**src/rtl/reg_file_sb_if.sv**
```systemverilog
// ---------------------------------------------------------------------------
// reg_file_sb_if
// Bus bundle for the scoreboarded register file reg_file_sb.
//
// Signals (direction as seen by the slave, i.e. the register file):
//   clear_req     in   request a sequential clear of every entry
//   ready         out  high while the register file is in normal operation
//   reg_write_en  in   write strobe
//   write_reg     in   write address
//   write_data    in   write data
//   read_reg1/2   in   read addresses
//   read_data1/2  out  combinational read data
//   issue_en      in   mark issue_reg as pending (producer in flight)
//   issue_reg     in   register to mark pending
//   pend1/2       out  pending bit of read_reg1 / read_reg2
//
// Modports: master drives requests, slave is the register file.
// ---------------------------------------------------------------------------
interface reg_file_sb_if #(
    parameter int DATA_W = 32,
    parameter int ADDR_W = 5
);
    logic              clear_req;
    logic              ready;
    logic              reg_write_en;
    logic [ADDR_W-1:0] write_reg;
    logic [DATA_W-1:0] write_data;
    logic [ADDR_W-1:0] read_reg1;
    logic [ADDR_W-1:0] read_reg2;
    logic [DATA_W-1:0] read_data1;
    logic [DATA_W-1:0] read_data2;
    logic              issue_en;
    logic [ADDR_W-1:0] issue_reg;
    logic              pend1;
    logic              pend2;

    modport master (
        output clear_req, reg_write_en, write_reg, write_data,
               read_reg1, read_reg2, issue_en, issue_reg,
        input  ready, read_data1, read_data2, pend1, pend2
    );

    modport slave (
        input  clear_req, reg_write_en, write_reg, write_data,
               read_reg1, read_reg2, issue_en, issue_reg,
        output ready, read_data1, read_data2, pend1, pend2
    );
endinterface

```
**src/rtl/reg_file_sb.sv**
```systemverilog
// ---------------------------------------------------------------------------
// reg_file_sb
// Two-read / one-write register file with a per-entry pending (scoreboard)
// bit and a sequential hardware clear that walks every entry, one per cycle.
//
// Ports:
//   clk    in   single clock, all state updates on the rising edge
//   reset  in   synchronous active-high reset; starts a full clear
//   bus    slave modport of reg_file_sb_if (requests, reads, pending bits)
//
// Parameters:
//   DATA_W    register width
//   ADDR_W    address width, DEPTH = 2**ADDR_W entries
//   ZERO_REG  1: entry 0 is hard-wired zero and never pending
//
// Optional feature macro:
//   RF_BYPASS_EN  when defined, an IDLE write is forwarded to a read port
//                 addressing the same register in the same cycle, and that
//                 port's pending bit reflects the write (cleared unless the
//                 concurrent issue targets the same register).
// ---------------------------------------------------------------------------
module reg_file_sb #(
    parameter int DATA_W   = 32,
    parameter int ADDR_W   = 5,
    parameter int ZERO_REG = 1
) (
    input  logic clk,
    input  logic reset,
    reg_file_sb_if.slave bus
);
    localparam int DEPTH = 2 ** ADDR_W;
    localparam logic [ADDR_W-1:0] LAST = ADDR_W'(DEPTH - 1);

    typedef enum logic {
        IDLE,
        CLEAR
    } state_t;

    state_t            state;
    state_t            state_next;
    logic [ADDR_W-1:0] cnt;
    logic [ADDR_W-1:0] cnt_next;

    logic [DATA_W-1:0] regs [DEPTH];
    logic [DEPTH-1:0]  pending;
    logic [DEPTH-1:0]  pending_next;

    logic              active;
    logic              write_ok;
    logic [DATA_W-1:0] rd1;
    logic [DATA_W-1:0] rd2;
    logic              p1;
    logic              p2;

    // Reset is folded in so the outputs are already quiet while reset is held,
    // even before the first edge has moved the FSM into CLEAR.
    assign active   = (state == IDLE) && !reset;
    assign write_ok = active && bus.reg_write_en &&
                      !((ZERO_REG != 0) && (bus.write_reg == '0));

    // State register and clear counter.
    always_ff @(posedge clk) begin
        if (reset) begin
            state <= CLEAR;
            cnt   <= '0;
        end else begin
            state <= state_next;
            cnt   <= cnt_next;
        end
    end

    // Next-state logic: a clear visits every entry once, leaving from LAST.
    always_comb begin
        state_next = state;
        cnt_next   = cnt;
        case (state)
            IDLE: begin
                if (bus.clear_req) begin
                    state_next = CLEAR;
                    cnt_next   = '0;
                end
            end
            CLEAR: begin
                cnt_next = cnt + 1'b1;
                if (cnt == LAST) begin
                    state_next = IDLE;
                end
            end
            default: begin
                state_next = CLEAR;
                cnt_next   = '0;
            end
        endcase
    end

    // Storage array. No reset here: contents are defined by the clear walk.
    always_ff @(posedge clk) begin
        if (!reset) begin
            if (state == CLEAR) begin
                regs[cnt] <= '0;
            end else if (write_ok) begin
                regs[bus.write_reg] <= bus.write_data;
            end
        end
    end

    // Pending bits: the write clears first, then the issue sets, so a
    // simultaneous issue and write to one register leaves it pending.
    always_comb begin
        pending_next = pending;
        if (write_ok) begin
            pending_next[bus.write_reg] = 1'b0;
        end
        if (active && bus.issue_en) begin
            pending_next[bus.issue_reg] = 1'b1;
        end
        if (ZERO_REG != 0) begin
            pending_next[0] = 1'b0;
        end
        if (state != IDLE) begin
            pending_next = '0;
        end
    end

    always_ff @(posedge clk) begin
        if (reset) begin
            pending <= '0;
        end else begin
            pending <= pending_next;
        end
    end

    // Read ports. Outputs are forced to zero whenever the file is not in
    // normal operation.
    always_comb begin
        rd1 = '0;
        rd2 = '0;
        p1  = 1'b0;
        p2  = 1'b0;
        if (active) begin
            rd1 = regs[bus.read_reg1];
            rd2 = regs[bus.read_reg2];
            p1  = pending[bus.read_reg1];
            p2  = pending[bus.read_reg2];
            if ((ZERO_REG != 0) && (bus.read_reg1 == '0)) begin
                rd1 = '0;
            end
            if ((ZERO_REG != 0) && (bus.read_reg2 == '0)) begin
                rd2 = '0;
            end
`ifdef RF_BYPASS_EN
            if (write_ok && (bus.read_reg1 == bus.write_reg)) begin
                rd1 = bus.write_data;
                p1  = bus.issue_en && (bus.issue_reg == bus.read_reg1);
            end
            if (write_ok && (bus.read_reg2 == bus.write_reg)) begin
                rd2 = bus.write_data;
                p2  = bus.issue_en && (bus.issue_reg == bus.read_reg2);
            end
`endif
        end
    end

    assign bus.ready      = active;
    assign bus.read_data1 = rd1;
    assign bus.read_data2 = rd2;
    assign bus.pend1      = p1;
    assign bus.pend2      = p2;
endmodule

```
**src/flat_wrapper.sv**
```systemverilog
// flat-port wrapper written by rule: the top's interface ports become plain ports
module reg_file_sb_flat 
#(
    parameter int DATA_W   = 32,
    parameter int ADDR_W   = 5,
    parameter int ZERO_REG = 1
)
  (clk, reset, bus_clear_req, bus_reg_write_en, bus_write_reg, bus_write_data, bus_read_reg1, bus_read_reg2, bus_issue_en, bus_issue_reg, bus_ready, bus_read_data1, bus_read_data2, bus_pend1, bus_pend2);
  reg_file_sb_if #(.DATA_W(DATA_W), .ADDR_W(ADDR_W)) bus_i ();
  input  logic clk;
  input  logic reset;
  input wire logic [$bits(bus_i.clear_req)-1:0] bus_clear_req;
  input wire logic [$bits(bus_i.reg_write_en)-1:0] bus_reg_write_en;
  input wire logic [$bits(bus_i.write_reg)-1:0] bus_write_reg;
  input wire logic [$bits(bus_i.write_data)-1:0] bus_write_data;
  input wire logic [$bits(bus_i.read_reg1)-1:0] bus_read_reg1;
  input wire logic [$bits(bus_i.read_reg2)-1:0] bus_read_reg2;
  input wire logic [$bits(bus_i.issue_en)-1:0] bus_issue_en;
  input wire logic [$bits(bus_i.issue_reg)-1:0] bus_issue_reg;
  output wire logic [$bits(bus_i.ready)-1:0] bus_ready;
  output wire logic [$bits(bus_i.read_data1)-1:0] bus_read_data1;
  output wire logic [$bits(bus_i.read_data2)-1:0] bus_read_data2;
  output wire logic [$bits(bus_i.pend1)-1:0] bus_pend1;
  output wire logic [$bits(bus_i.pend2)-1:0] bus_pend2;
  assign bus_i.clear_req = bus_clear_req;
  assign bus_i.reg_write_en = bus_reg_write_en;
  assign bus_i.write_reg = bus_write_reg;
  assign bus_i.write_data = bus_write_data;
  assign bus_i.read_reg1 = bus_read_reg1;
  assign bus_i.read_reg2 = bus_read_reg2;
  assign bus_i.issue_en = bus_issue_en;
  assign bus_i.issue_reg = bus_issue_reg;
  assign bus_ready = bus_i.ready;
  assign bus_read_data1 = bus_i.read_data1;
  assign bus_read_data2 = bus_i.read_data2;
  assign bus_pend1 = bus_i.pend1;
  assign bus_pend2 = bus_i.pend2;
  reg_file_sb #(.DATA_W(DATA_W), .ADDR_W(ADDR_W), .ZERO_REG(ZERO_REG)) u_core (.clk(clk), .reset(reset), .bus(bus_i));
endmodule
```
**config.mk**
```make
export PLATFORM = sky130hd
export DESIGN_NAME = reg_file_sb_flat
export DESIGN_NICKNAME = d
export VERILOG_FILES = /design/src/rtl/reg_file_sb_if.sv /design/src/rtl/reg_file_sb.sv /design/src/flat_wrapper.sv
export SDC_FILE = /design/constraint.sdc
export NUM_CORES = 1
export LEC_CHECK = 0
export BUFFER_PORTS_ARGS = -buffer_cell sky130_fd_sc_hd__buf_2
export CAP_MARGIN = 20
export CORE_UTILIZATION = 55
export DETAILED_ROUTE_END_ITERATION = 7
export PLACE_DENSITY = 0.73
export SYNTH_ARGS = -nofsm -noshare
export SYNTH_HDL_FRONTEND = slang
export SYNTH_SLANG_ARGS = --single-unit
```
**constraint.sdc**
```tcl
create_clock -name clk -period 6.1 [get_ports clk]
set_clock_uncertainty 0.2 [all_clocks]
set_input_delay 1.22 -clock clk [delete_from_list [all_inputs] [get_ports clk]]
set_output_delay 1.22 -clock clk [all_outputs]
set_load 0.05 [all_outputs]
```
* Word level (Yosys, flattened, before mapping)
Memories as Yosys holds them, arrays and structs flattened.
Cells that the tools add are included.
** Word-level totals
- Memory bits (writable) :: 1024
- Bits in registers :: 38
- Input port bits :: 57
- Memories kept :: 1
** Memories
- u_core.regs :: words 32, width 32, read ports 2, clocked after Yosys merged registers in 0, wr ports 1, line reg_file_sb.sv:44 : logic [DATA_W-1:0] regs [DEPTH];
** Operators by class
- Reductions and logical operators :: 13
- Mux-type cells :: 31
- Eq/ne operators :: 2
- Order comparisons :: 6
- Add/sub/neg operators :: 1
- Bitwise logic cells :: 4
** Operators with widths (number)
- $mux 32 :: 7
- $and 32x32->32 :: 1
- $not 32->32 :: 1
- $or 32x32->32 :: 1
- $reduce_or 32->1 :: 1
- $lt 5x6->1 const B :: 4
- $mux 1 :: 16
- $logic_not 5->1 :: 3
- $bmux 1 s5 :: 2
- $demux 1 s5 :: 2
- $ge 5x1->1 const B :: 2
- $mux 5 :: 2
- $pmux 5 s2 :: 1
- $logic_and 1x1->1 :: 6
- $add 5x1->5 const B :: 1
- $eq 5x5->1 const B :: 1
- $logic_not 1->1 :: 2
- $ne 2x2->1 const B :: 1
- $pmux 1 s2 :: 1
- $reduce_or 2->1 :: 1
- $not 1->1 :: 1

* Depth between registers and ports, before layout
- Depth in word-level cells :: 10
- Depth in mapped cells :: 9
- Depth with buffers taken out :: 5

* Worst setup path before layout
No wires, ideal clock.
- Path kind :: input port to flip-flop
- From :: in bus_write_reg[4]
- To :: mem u_core.regs[12][0], enable pin
- Path buffers :: 2
- Path slack :: -0.225 ns
- Stages on the path :: 6
- Data required time :: 5.399 ns
- Arrival time :: 5.624 ns
- Cell sequence :: buf_6 or4_4 o21a_1 buf_6 o32a_4 nor4_1
** Between the ends
- Longest elaborated chain between the ends :: 9
- Elaborated cells on any way between the ends :: 10
** Ends and longest elaborated chain
- start: declaration :: line flat_wrapper.sv:14 : input wire logic [$bits(bus_i.write_reg)-1:0] bus_write_reg;
- $logic_not 5->1 :: line reg_file_sb.sv:59 : !((ZERO_REG != 0) && (bus.write_reg == '0));
- $logic_not 1->1 :: line reg_file_sb.sv:59
- $logic_and 1x1->1 :: line reg_file_sb.sv:58 : assign write_ok = active && bus.reg_write_en &&
- $mux 1 :: line reg_file_sb.sv:101 : end else if (write_ok) begin
- $mux 1 :: line reg_file_sb.sv:99 : if (state == CLEAR) begin
- $mux 1 :: line reg_file_sb.sv:98 : if (!reset) begin
- $mux 1 (implied by the code) :: line reg_file_sb.sv:102 : regs[bus.write_reg] <= bus.write_data;
- $reduce_or 32->1 (no source line)
- $mux 5 (no source line) or $mux 1 (tied branches)
- end: declaration :: line reg_file_sb.sv:44
Parallel ways exist; a longest one is shown, timed or not.

* Worst setup path after layout
- From :: in bus_read_reg1[0]
- To :: out bus_read_data1[13]
** Between the ends
- Longest elaborated chain between the ends :: 3
- Elaborated cells on any way between the ends :: 4
** Ends and longest elaborated chain
- start: declaration :: line flat_wrapper.sv:16 : input wire logic [$bits(bus_i.read_reg1)-1:0] bus_read_reg1;
- $mem_v2 32x32 or $logic_not 5->1 (tied branches)
- $mux 32 (*) :: line reg_file_sb.sv:145 : if ((ZERO_REG != 0) && (bus.read_reg1 == '0)) begin
- $mux 32 (*) :: line reg_file_sb.sv:140 : if (active) begin
- end: declaration :: line flat_wrapper.sv:21 : output wire logic [$bits(bus_i.read_data1)-1:0] bus_read_data1;
Every way passes the cells marked *; elsewhere a longest branch is shown, timed or not.

==> parameters.txt <==
Parameter                              Value

Setup path
  Worst Setup End Kind    output pin
  WS Path Type    in -> out
  Reg-to-Reg Start    u_core.state
  Arrival time at the worst endpoint    3960 ps
  Cell-by-cell listing of the critical path    buf_8 > buf_12 > buf_4 > mux4_2 > mux2i_1 > o22a_1 > o221ai_1 > buf_2
  First element of the critical path    bus_read_reg1[0]
  Type of element launching the critical path    input pin
  Critical-path top delay cell    mux4_2
  Data required time at the worst endpoint    4680 ps
  Critical path's top delay family    buffers and inverters
  CP Buf/Inv Count    4
  Crit-path max FO    53
  Peak per-stage delay on the critical path    550 ps

STA
  Worst rel slew slack    24.3%
  RSZ-0062 raised after global routing    no
  Number of slew-limit violations in the final report    0
  Final Critical Period    5380 ps
  Maximum clock rate    186 MHz
  Final-report setup violation count    0
  Transition time at the pin with the least slew margin    1130 ps
  Period utilisation layout    88.3%
  Number of hold-slack violations in the final timing report    0
  Worst Setup Slack, final    715 ps

Clock network
  Number of buffers created by CTS    106
  Maximum clock path buffer count    3
  Number of resized instances in the post-cts repair step    0
  Count of buffers added by post-CTS timing repair for setup    0
  CTS clock-pin slew for the worst setup and hold paths    60 ps
  Number of clock sinks    1,061
  CTS tree    built
  Root Driver    clkbuf_16
  Clock latency of the later-clocked register in the worst-skew pair    670 ps
  Cts-stage hold buffer count    0
  H-tree Lvls    3

Synth
  Leading area contributor after synthesis    edfxtp_1
  Primary flip-flop cell chosen by synthesis mapping    edfxtp_1
  Sequential cell area fraction in the yosys report    63.3%
  Synthesized Nets    2,565
  Average instance area after synthesis    19.8 sq um
  Ys async rst share    0%
  EDFF count, synth    1,024
  Synth cell count leaders    1,024 x edfxtp_1, 511 x mux4_2, 288 x mux2i_1
  Synth area leaders    edfxtp_1 62%, mux4_2 23%, mux2i_1 5.8%, dfxtp_1 1.5%, o22a_1 1.0%
  Flip-flop and latch count after synthesis    1,061
  Post-synthesis instance area    0.0497 sq mm
  Synth warnings    0
  Number of cells produced by synthesis    2,506
  Distinct cell type count after synthesis    56
  Most repeated cell in the gate-level netlist after synthesis    edfxtp_1
  Share of Yosys cell area claimed by the top area cell type    61.8%

Placement
  Global placer's final weighted congestion    0.841
  Number of buffers inserted by port buffering    123
  Detailed Place HPWL    77.6 mm
  Worst slack, placed    686 ps

Global routing
  Total gr overflow    0
  Maximum number of pins on one net before global-route repair    95
  First-pass GRT wire length    204 mm
  Initial antenna violation count    5
  Via count of the first global-routing pass    29,300
  Total global-route track usage    31.6%

Drt
  Average wire per cell in the routed design    36.9 um
  DRC violation count after routing    0
  First-pass detailed-route iteration total    6
  Total detailed-routing wirelength    143 mm
  Detailed router's first-iteration violation count    4,015
  Number of antenna-violating nets in the routed design    0
  Via count    28,900
  Vias per inst    7.44

Floorplanning
  Number of top-level pins    124
  Total die area    0.0916 sq mm
  Core outline area    0.0889 sq mm
  Starting utilization of the core area    55.9%
  Chip width    303 um
  Row Count    109
  DIE HEIGHT    303 um

Finish
  Synthesis-to-finish area growth    11.7%
  Number of nets in the final layout    2,684
  Share of final-layout standard cells stronger than drive strength 1    34.1%

Job
  Number of max-capacitance violations reported    0

Worst hold path
  Worst min path class    reg -> reg
  Min-delay src    u_core.pending[18]

Outcome
  Run status    completed

Power
  Pwr Density    273 mW/mm^2
  Pwr Total    0.0152 W
  Worst supply voltage drop on vdd    0.000323 V
  Leakage component of the power    19.7 nW
worst register-to-register path, stage by stage (launching register included):
cell and delay [ps]:
dfxtp_1 520, nor3b_2 510, o21a_2 650, o21ai_2 350, nor4_4 420, buf_4 650
metal layers:
layer | part of all wire (%) | routed length [um] | track usage, % | vias to the layer above
li1 | - | - | - | 11100
met1 | 35 | 50200 | 41.6 | 15300
met2 | 49 | 70500 | 51.3 | 2024
met3 | 11 | 15800 | 7.32 | 394
met4 | 4.5 | 6440 | 13.1 | 8
met5 | 0.040 | 57 | 0 | -
registers in the layout, summed over array words and instances (netlist names):
register and flops:
u_core.state 1, u_core.pending 31, u_core.regs 1024, u_core.cnt 5
area by class of cell:
cell class | instances | area, sq um
well taps | 1165 | 1460
diodes | 2 | 5.00
flip-flops and latches | 1061 | 31500
clock buffers | 133 | 2820
repair buffers | 212 | 1670
multi-input cells | 1240 | 17600
clock inverters | 60 | 549
inverters | 4 | 15.0
fillers | 6042 | 33400
worst paths after layout:
kind | endpoint | slack [ps] | cells past startpoint
setup / recovery | bus_read_data1[13] | 720 | 8
hold / removal | u_core.pending[18] | 290 | 2
setup reg to reg | u_core.regs[16][18] | 2370 | 5
hold reg to reg | u_core.pending[18] | 290 | 2
per-stage QoR:
stage | hold slack (ps) | area, sq um | util, % | TNS, ps | cells
global placement | 269 | 52200 | 58.7 | 0 | 3681
detailed placement | 279 | 52200 | 58.7 | 0 | 3681
CTS | 288 | 55500 | 62.5 | 0 | 3874
global route | 315 | 55600 | 62.5 | 0 | 3875
finish | 288 | 55600 | 62.5 | 0 | 3877
floorplan | 260 | 49800 | - | -72220 | 2506
kinds of logic (layout without fill, tap and decap cells):
family	count (synthesis)	after routing	share of synthesized area, %
adder cells (fa/ha/maj)	2	2	0.0503
buffers and inverters	205	409	1.84
other	0	2	0
flip-flops	1061	1061	63.3
multiplexers	805	805	29.1
XOR/XNOR	1	1	0.0176
AND/OR/NAND/NOR	189	189	2.06
AO/OA/AOI/OAI	243	243	3.62
report_power, final:
group | total [W] | internal [W] | switching (W)
Clock | 0.00640 | 0.00364 | 0.00276
Combinational | 0.000837 | 0.000373 | 0.000464
Sequential | 0.00792 | 0.00791 | 0.0000166
cells in the final DEF, fill, tap and decap left out, drive strengths merged, types with 4 or more instances in the layout:
master,n
o22ai,6
nor2b,8
o21ai,37
clkbuf,135
or2,4
a21oi,44
buf,210
dfxtp,37
o31ai,8
o22a,59
clkinv,46
and2,40
mux4,511
nor4,16
inv,6
a21o,5
edfxtp,1024
nand3b,5
nand2,45
nor3b,6
bufinv,9
mux2,6
nor2,16
mux2i,288
a22oi,14
nor3,24
o221ai,53
nand3,8
nand2b,8
Note: power is estimated with default switching activity, not from simulation.
